==> src/rtl/dot_product_acc.sv <==
// dot_product_acc: streaming signed fixed-point dot product with rescale and saturation.
// Optional DOT_ROUND_EN adds round-half-up before the rescale shift.
module dot_product_acc #(
    parameter int dataLen  = 16,
    parameter int fracLen  = 8,
    parameter int numLanes = 4,
    parameter int accLen   = 48,
    parameter int cntLen   = 16
) (
    input  logic                         clk,
    input  logic                         rst_n,
    input  logic                         start,
    input  logic [cntLen-1:0]            vec_len,
    input  logic                         in_valid,
    output logic                         in_ready,
    input  logic [numLanes*dataLen-1:0]  w_in,
    input  logic [numLanes*dataLen-1:0]  x_in,
    output logic                         out_valid,
    input  logic                         out_ready,
    output logic [dataLen-1:0]           out_data,
    output logic                         busy
);
    typedef enum logic [2:0] {IDLE, ACC, DRAIN1, DRAIN2, OUT} state_t;
    localparam logic signed [accLen-1:0] s_max = {{(accLen-dataLen+1){1'b0}}, {(dataLen-1){1'b1}}};
    localparam logic signed [accLen-1:0] s_min = {{(accLen-dataLen+1){1'b1}}, {(dataLen-1){1'b0}}};
    state_t state, next;
    logic [cntLen-1:0] rem;
    logic signed [accLen-1:0] acc, lane_sum, sh;
    logic signed [2*dataLen-1:0] prod [numLanes];
    logic pv, hs;
    logic [dataLen-1:0] sat;
    assign hs = in_valid & in_ready;
    always_ff @(posedge clk or negedge rst_n)
        if (!rst_n) state <= IDLE;
        else state <= next;
    always_comb begin
        next = state;
        in_ready = 1'b0;
        out_valid = 1'b0;
        busy = 1'b1;
        case (state)
            IDLE: begin
                busy = 1'b0;
                if (start) next = (vec_len != '0) ? ACC : DRAIN1;
            end
            ACC: begin
                in_ready = 1'b1;
                if (in_valid && rem == cntLen'(1)) next = DRAIN1;
            end
            DRAIN1: next = DRAIN2;
            DRAIN2: next = OUT;
            OUT: begin
                out_valid = 1'b1;
                if (out_ready) next = IDLE;
            end
            default: next = IDLE;
        endcase
    end
    always_comb begin
        lane_sum = '0;
        for (int i = 0; i < numLanes; i++)
            lane_sum = lane_sum + {{(accLen-2*dataLen){prod[i][2*dataLen-1]}}, prod[i]};
    end
`ifdef DOT_ROUND_EN
    localparam logic signed [accLen-1:0] half = {{(accLen-fracLen){1'b0}}, 1'b1, {(fracLen-1){1'b0}}};
    assign sh = (acc + half) >>> fracLen;
`else
    assign sh = acc >>> fracLen;
`endif
    assign sat = (sh > s_max) ? s_max[dataLen-1:0] : (sh < s_min) ? s_min[dataLen-1:0] : sh[dataLen-1:0];
    // pv marks a product set captured last cycle that still has to reach acc
    always_ff @(posedge clk or negedge rst_n)
        if (!rst_n) begin
            rem <= '0;
            acc <= '0;
            pv <= 1'b0;
            out_data <= '0;
            for (int i = 0; i < numLanes; i++) prod[i] <= '0;
        end else begin
            if (state == IDLE && start) begin
                rem <= vec_len;
                acc <= '0;
            end else if (pv) acc <= acc + lane_sum;
            if (hs) rem <= rem - cntLen'(1);
            pv <= hs;
            if (hs)
                for (int i = 0; i < numLanes; i++)
                    prod[i] <= $signed(w_in[i*dataLen +: dataLen]) * $signed(x_in[i*dataLen +: dataLen]);
            if (state == DRAIN2) out_data <= sat;
        end
endmodule

==> config.mk <==
export PLATFORM = sky130hd
export DESIGN_NAME = dot_product_acc
export DESIGN_NICKNAME = d
export VERILOG_FILES = /design/src/rtl/dot_product_acc.sv
export SDC_FILE = /design/constraint.sdc
export NUM_CORES = 2
export LEC_CHECK = 0
export CAP_MARGIN = 20
export CORE_MARGIN = 2
export CORE_UTILIZATION = 51
export CTS_CLUSTER_DIAMETER = 100
export DETAILED_ROUTE_END_ITERATION = 7
export PLACE_DENSITY = 0.65
export SYNTH_ARGS = -nofsm -noshare
export SYNTH_HDL_FRONTEND = slang
export SYNTH_SLANG_ARGS = --single-unit
==> constraint.sdc <==
create_clock -name clk -period 5.33 [get_ports clk]
set_input_delay 0.7995 -clock clk [delete_from_list [all_inputs] [get_ports clk]]
set_output_delay 0.7995 -clock clk [all_outputs]
set_load 0.05 [all_outputs]
Word-level counts from Yosys, hierarchy flattened
Cells that the tools add are included.
{"block": "totals", "reg_bits": 212, "inputBits": 149, "output_inout_bits": 19, "elab_cells": 50}
{"block": "op_classes", "add_sub_neg": 5, "multipliers": 4, "n_lt_le_gt_ge": 2, "eq_ne": 8, "mux": 14, "bitwise": 1, "n_reduce_logical": 7}
{"cell": "16-bit by 16-bit multiplier with 32-bit output", "n": 4}
{"cell": "48-bit two-way mux", "n": 2}
{"cell": "16-bit two-way mux", "n": 4}
{"cell": "48-bit by 35-bit adder with 48-bit output", "n": 1}
{"cell": "40-bit by 16-bit > comparator with 1-bit output, second input constant", "n": 1}
{"cell": "40-bit by 16-bit less-than comparator with 1-bit output, second input constant", "n": 1}
{"cell": "34-bit by 32-bit adder with 35-bit output", "n": 1}
{"cell": "33-bit by 32-bit adder with 34-bit output", "n": 1}
{"cell": "32-bit by 32-bit adder with 33-bit output", "n": 1}
{"cell": "16-bit by 1-bit == test with 1-bit output, second input constant", "n": 1}
{"cell": "16-bit nonzero test", "n": 1}
{"cell": "16-bit by 1-bit subtractor with 16-bit output, second input constant", "n": 1}
{"cell": "3-bit one-hot mux with 5 select lines", "n": 1}
{"cell": "3-bit two-way mux", "n": 3}
{"cell": "3-bit by 2-bit == test with 1-bit output, second input constant", "n": 2}
{"cell": "2-bit inequality test, second input constant", "n": 3}
{"cell": "2-bit nonzero test", "n": 2}
{"cell": "3-bit by 1-bit == test with 1-bit output, second input constant", "n": 1}
{"cell": "3-bit == test, second input constant", "n": 1}
{"cell": "3-bit logical NOT", "n": 1}
{"cell": "1-bit two-way mux", "n": 3}
{"cell": "3-bit AND reduction", "n": 1}
{"cell": "1-bit logical AND", "n": 2}
{"cell": "2-bit two-way mux", "n": 1}
{"cell": "1-bit bitwise AND", "n": 1}

Depth between registers and ports, before layout
{"block": "logic_depth", "word_depth": 6, "depth_mapped": 24, "ltp_nobuf": 22}

Worst setup path before layout
OpenSTA, ideal clock, no wires.
{"block": "synth_path", "kind": "in2reg", "from": "in w_in[47]", "to": "reg prod[63] (netlist name)", "setup_time_ps": 122, "arrival_ps": 6436, "t_required_ps": 5208, "path_slack_ps": -1228, "path_stages": 21, "path_buffers": 1, "cell_sequence": "clkbuf_1 nand2_1 inv_1 fa_1 fa_1 fa_1 fa_1 fa_1 inv_1 fa_1 inv_1 ha_1 nand2_1 nor2_1 a31oi_1 o21ai_0 a221o_1 o31ai_1 o2111ai_1 mux2i_1 nand2_1"}
{"block": "synth_via", "elab_chain_cells": 1}
{"item": "start, declared", "line_no": "16", "source": "input logic [numLanes*dataLen-1:0] w_in,"}
{"item": "16-bit by 16-bit multiplier with 32-bit output", "line_no": "88", "source": "prod[i] <= $signed(w_in[i*dataLen +: dataLen]) * $signed(x_in[i*dataLen +: dataLen]);"}
{"item": "end signal, assigned by index", "line_no": "88"}
{"item": "end, declared", "line_no": "29", "source": "logic signed [2*dataLen-1:0] prod [numLanes];"}
Every way passes these cells.
A chain may end at the register's enable or synchronous reset.

Worst setup path after layout
{"block": "layout_path", "from": "in w_in[21]", "to": "reg prod[94] (netlist name)"}
The elaborated chain is that of the path after synthesis.

==> metrics.txt <==
status finished, violations left; violated checks negative setup slack; Required @ worst endpoint about 5700 ps; top cells by area, synth fa_1, dfrtp_1, ha_1, inv_1, and2_1; HPWL Detailed ~120000 um; first-pass GRT wire length about 230000 um; Worst EP arrival between 6000 and 7000 ps; Final Hold Vio Count 0; HP Class input port to async pin; RePlAce Congestion roughly 0.95; Routed wire per std cell roughly 18 um; Buffers on Ports about 170; actual slew at the worst max-slew pin between 1000 and 1500 ps; Netlist cell types 66; #FFs+latches synth roughly 210; area of the multi-input gates 0.0453 mm^2; final cell count without fillers approximately 8000; Worst-path clk slew 70 ps; filler cell count ~8200; Die Width approximately 330 um; Post-synth ARST share 100%; Post-Syn Nets approximately 7400; Mapped Area approximately 0.053 mm^2; reg-to-reg slack, setup between 300 and 400 ps; # diodes 0; Syn Area/Cell approximately 9.4 um^2; cell count after placement a little under 8000; Critical Path Source w_in[21]; final std cell area, no fill just under 0.07 mm^2; H-tree depth 1; Reg2Reg Launch Point prod[0]; ys flop type dfrtp_1; Die Area ~0.11 mm^2; cell chain of the critical path clkbuf_4 > and2_4 > fa_1 > inv_2 > fa_2 > fa_1 > fa_1 > inv_2 > fa_1 > fa_1 > ha_4 > a211oi_4 > o21ba_4 > o22a_1 > o2111a_2 > nor2_4 > a211oi_2 > a21oi_2 > and4b_1 > or3_1; synth cell count leaders fa_1, inv_1, nand2_1; Die Height between 300 and 400 um; clock sinks roughly 210; setup violators final 70; Clock Path Buffers 3; I/O Pins 168; Register-to-Register Path Depth 16; area leader, netlist fa_1; RSZ-0062 raised after global routing true; cell with the most instances on the worst path fa_1; Iteration-0 DRC Markers between 2000 and 2500; slowest stage delay, CP ~600 ps; relative slew slack approximately 30%; Crit Path Max Fanout 7; post-route ant nets 0; nets 8284; CTS tree done; via count ~42000; drt total wl 142000 um; Fin Clk Skew 26.7 ps; vias in the first global route 45489; cts-stage hold buffer count 0; fin crit share 111%; Post-synth EDFFs 0; Max Slew Vio Count 0; Post-DP Area about 0.062 mm^2; Area growth syn-to-layout 28.4%; r2r endpoint acc[47]; Num CTS Buffers 23; core area about 0.10 mm^2; gr usage total approximately 28%; register area roughly 0.0053 mm^2; Critical Path Source Type input port; Pre-antenna DRT Iters 5; crit path time final around 5900 ps; detailed-route DRC error count 0; Setup crit end kind register; YS warnings 0; slowest CP cell fa_1; WS Path Type input port to register; Clk Latency, worst-skew pair 540 ps; share of the synthesized area in the top cell type a little under half; layout cells sized above 1 a little over a quarter; post-synthesis sequential area ratio 10.1%; Fmax between 0.15 and 0.2 GHz; pin count of the biggest net entering global routing around 140; total congestion overflow 0; root buffer cell clkbuf_16; Post-Synthesis Cells 5635; initial core utilization just over 50%; Placement Setup Slack -1660 ps; max-cap check violation count 0; final worst slack -579 ps; initial antenna violation count 0; FP Rows 117; vias per inst around 5.2
-- repair_timing --
action | 4_1_cts | 5_1_grt
pin swaps | 397 | 435
resized for setup | 896 | 492
setup buffers | 172 | 74
gates cloned | 25 | 0
endpoints found under the setup margin | 88 | 85
-- state kept, by name, summed over array words and instances (netlist names) --
| register | cells |
|---|---|
| state | 3 |
| out_data | 16 |
| pv | 1 |
| prod | 128 |
| rem | 16 |
| acc | 48 |
-- critical path: cells and delay by family --
kind            cells  cell delay (ps)
fa+ha+maj           7             3350
buf+inv             3              260
simple gates        4              670
compound gates      6             1220
-- layout by cell type, fill, tap and decap left out, types with 33 or more instances in the layout --
| cell type | n |
|---|---|
| and2_1 | 385 |
| fa_2 | 91 |
| buf_6 | 220 |
| fa_1 | 1097 |
| o21ai_1 | 70 |
| nand2_2 | 41 |
| dfrtp_1 | 211 |
| nand2_1 | 687 |
| a21oi_1 | 113 |
| mux2i_1 | 36 |
| ha_1 | 301 |
| xnor2_1 | 90 |
| nor2_1 | 150 |
| a21o_1 | 69 |
| buf_4 | 677 |
| o21ai_0 | 101 |
| inv_1 | 1088 |
| nand3_1 | 38 |
| and2_4 | 107 |
| a21oi_2 | 38 |
| xor2_1 | 51 |
| inv_2 | 96 |
| buf_12 | 51 |
| ha_4 | 58 |
| clkdlybuf4s50_1 | 42 |
| buf_2 | 33 |
-- layer usage --
layer | GRT usage (%) | routed length, um | vias to the layer above
li1 | - | - | 19010
met4 | 5.73 | 3660 | 0
met2 | 48.3 | 72400 | 987
met1 | 37.4 | 59800 | 21476
met3 | 2.45 | 6560 | 241
met5 | 0 | 0 | -
-- cell type report --
cell class | instances | area share (%)
Multi-Input combinational cell | 4045 | 66.9
Clock buffer | 27 | 0.887
Timing Repair Buffer | 1099 | 15.0
Inverter | 1188 | 6.60
Tap cell | 1368 | 2.53
Sequential cell | 212 | 7.84
Clock inverter | 13 | 0.244
-- through the flow --
stage / util [%] / hold slack (ps) / TNS [ps]
2_1_floorplan: - / 445 / -21410
5_1_grt: 66.3 / 334 / -36030
3_3_place_gp: 60.8 / 484 / -104370
4_1_cts: 64.8 / 305 / -27440
3_5_place_dp: 60.8 / 495 / -109520
6_report: 66.3 / 277 / -23420
-- cells by family (layout without fill, tap and decap cells) --
logic type	count (synthesis)	after routing	share of synthesized area [%]
AOI/OAI and AO/OA	626	626	7.37
adders and majority gates	1566	1566	54.1
muxes	37	37	0.705
and+or+nand+nor	1643	1643	15.1
xor gates and xnor gates	173	173	2.87
buffers and inverters	1378	2327	9.83
DFF	212	212	10.1
-- how the worst max path moves through the flow --
stage / endpoint / slack, ps / depth (start not counted)
global placement: prod[116] / -1560 / 21
floorplan: prod[63] / -790 / 21
finish: prod[94] / -580 / 20
CTS: prod[112] / -680 / 25
detailed placement: prod[94] / -1660 / 22
global route: prod[94] / -740 / 20
Power is left out: the tool's default activity adds up to more than one toggle a clock period on the data nets, which glitch-free logic cannot reach.
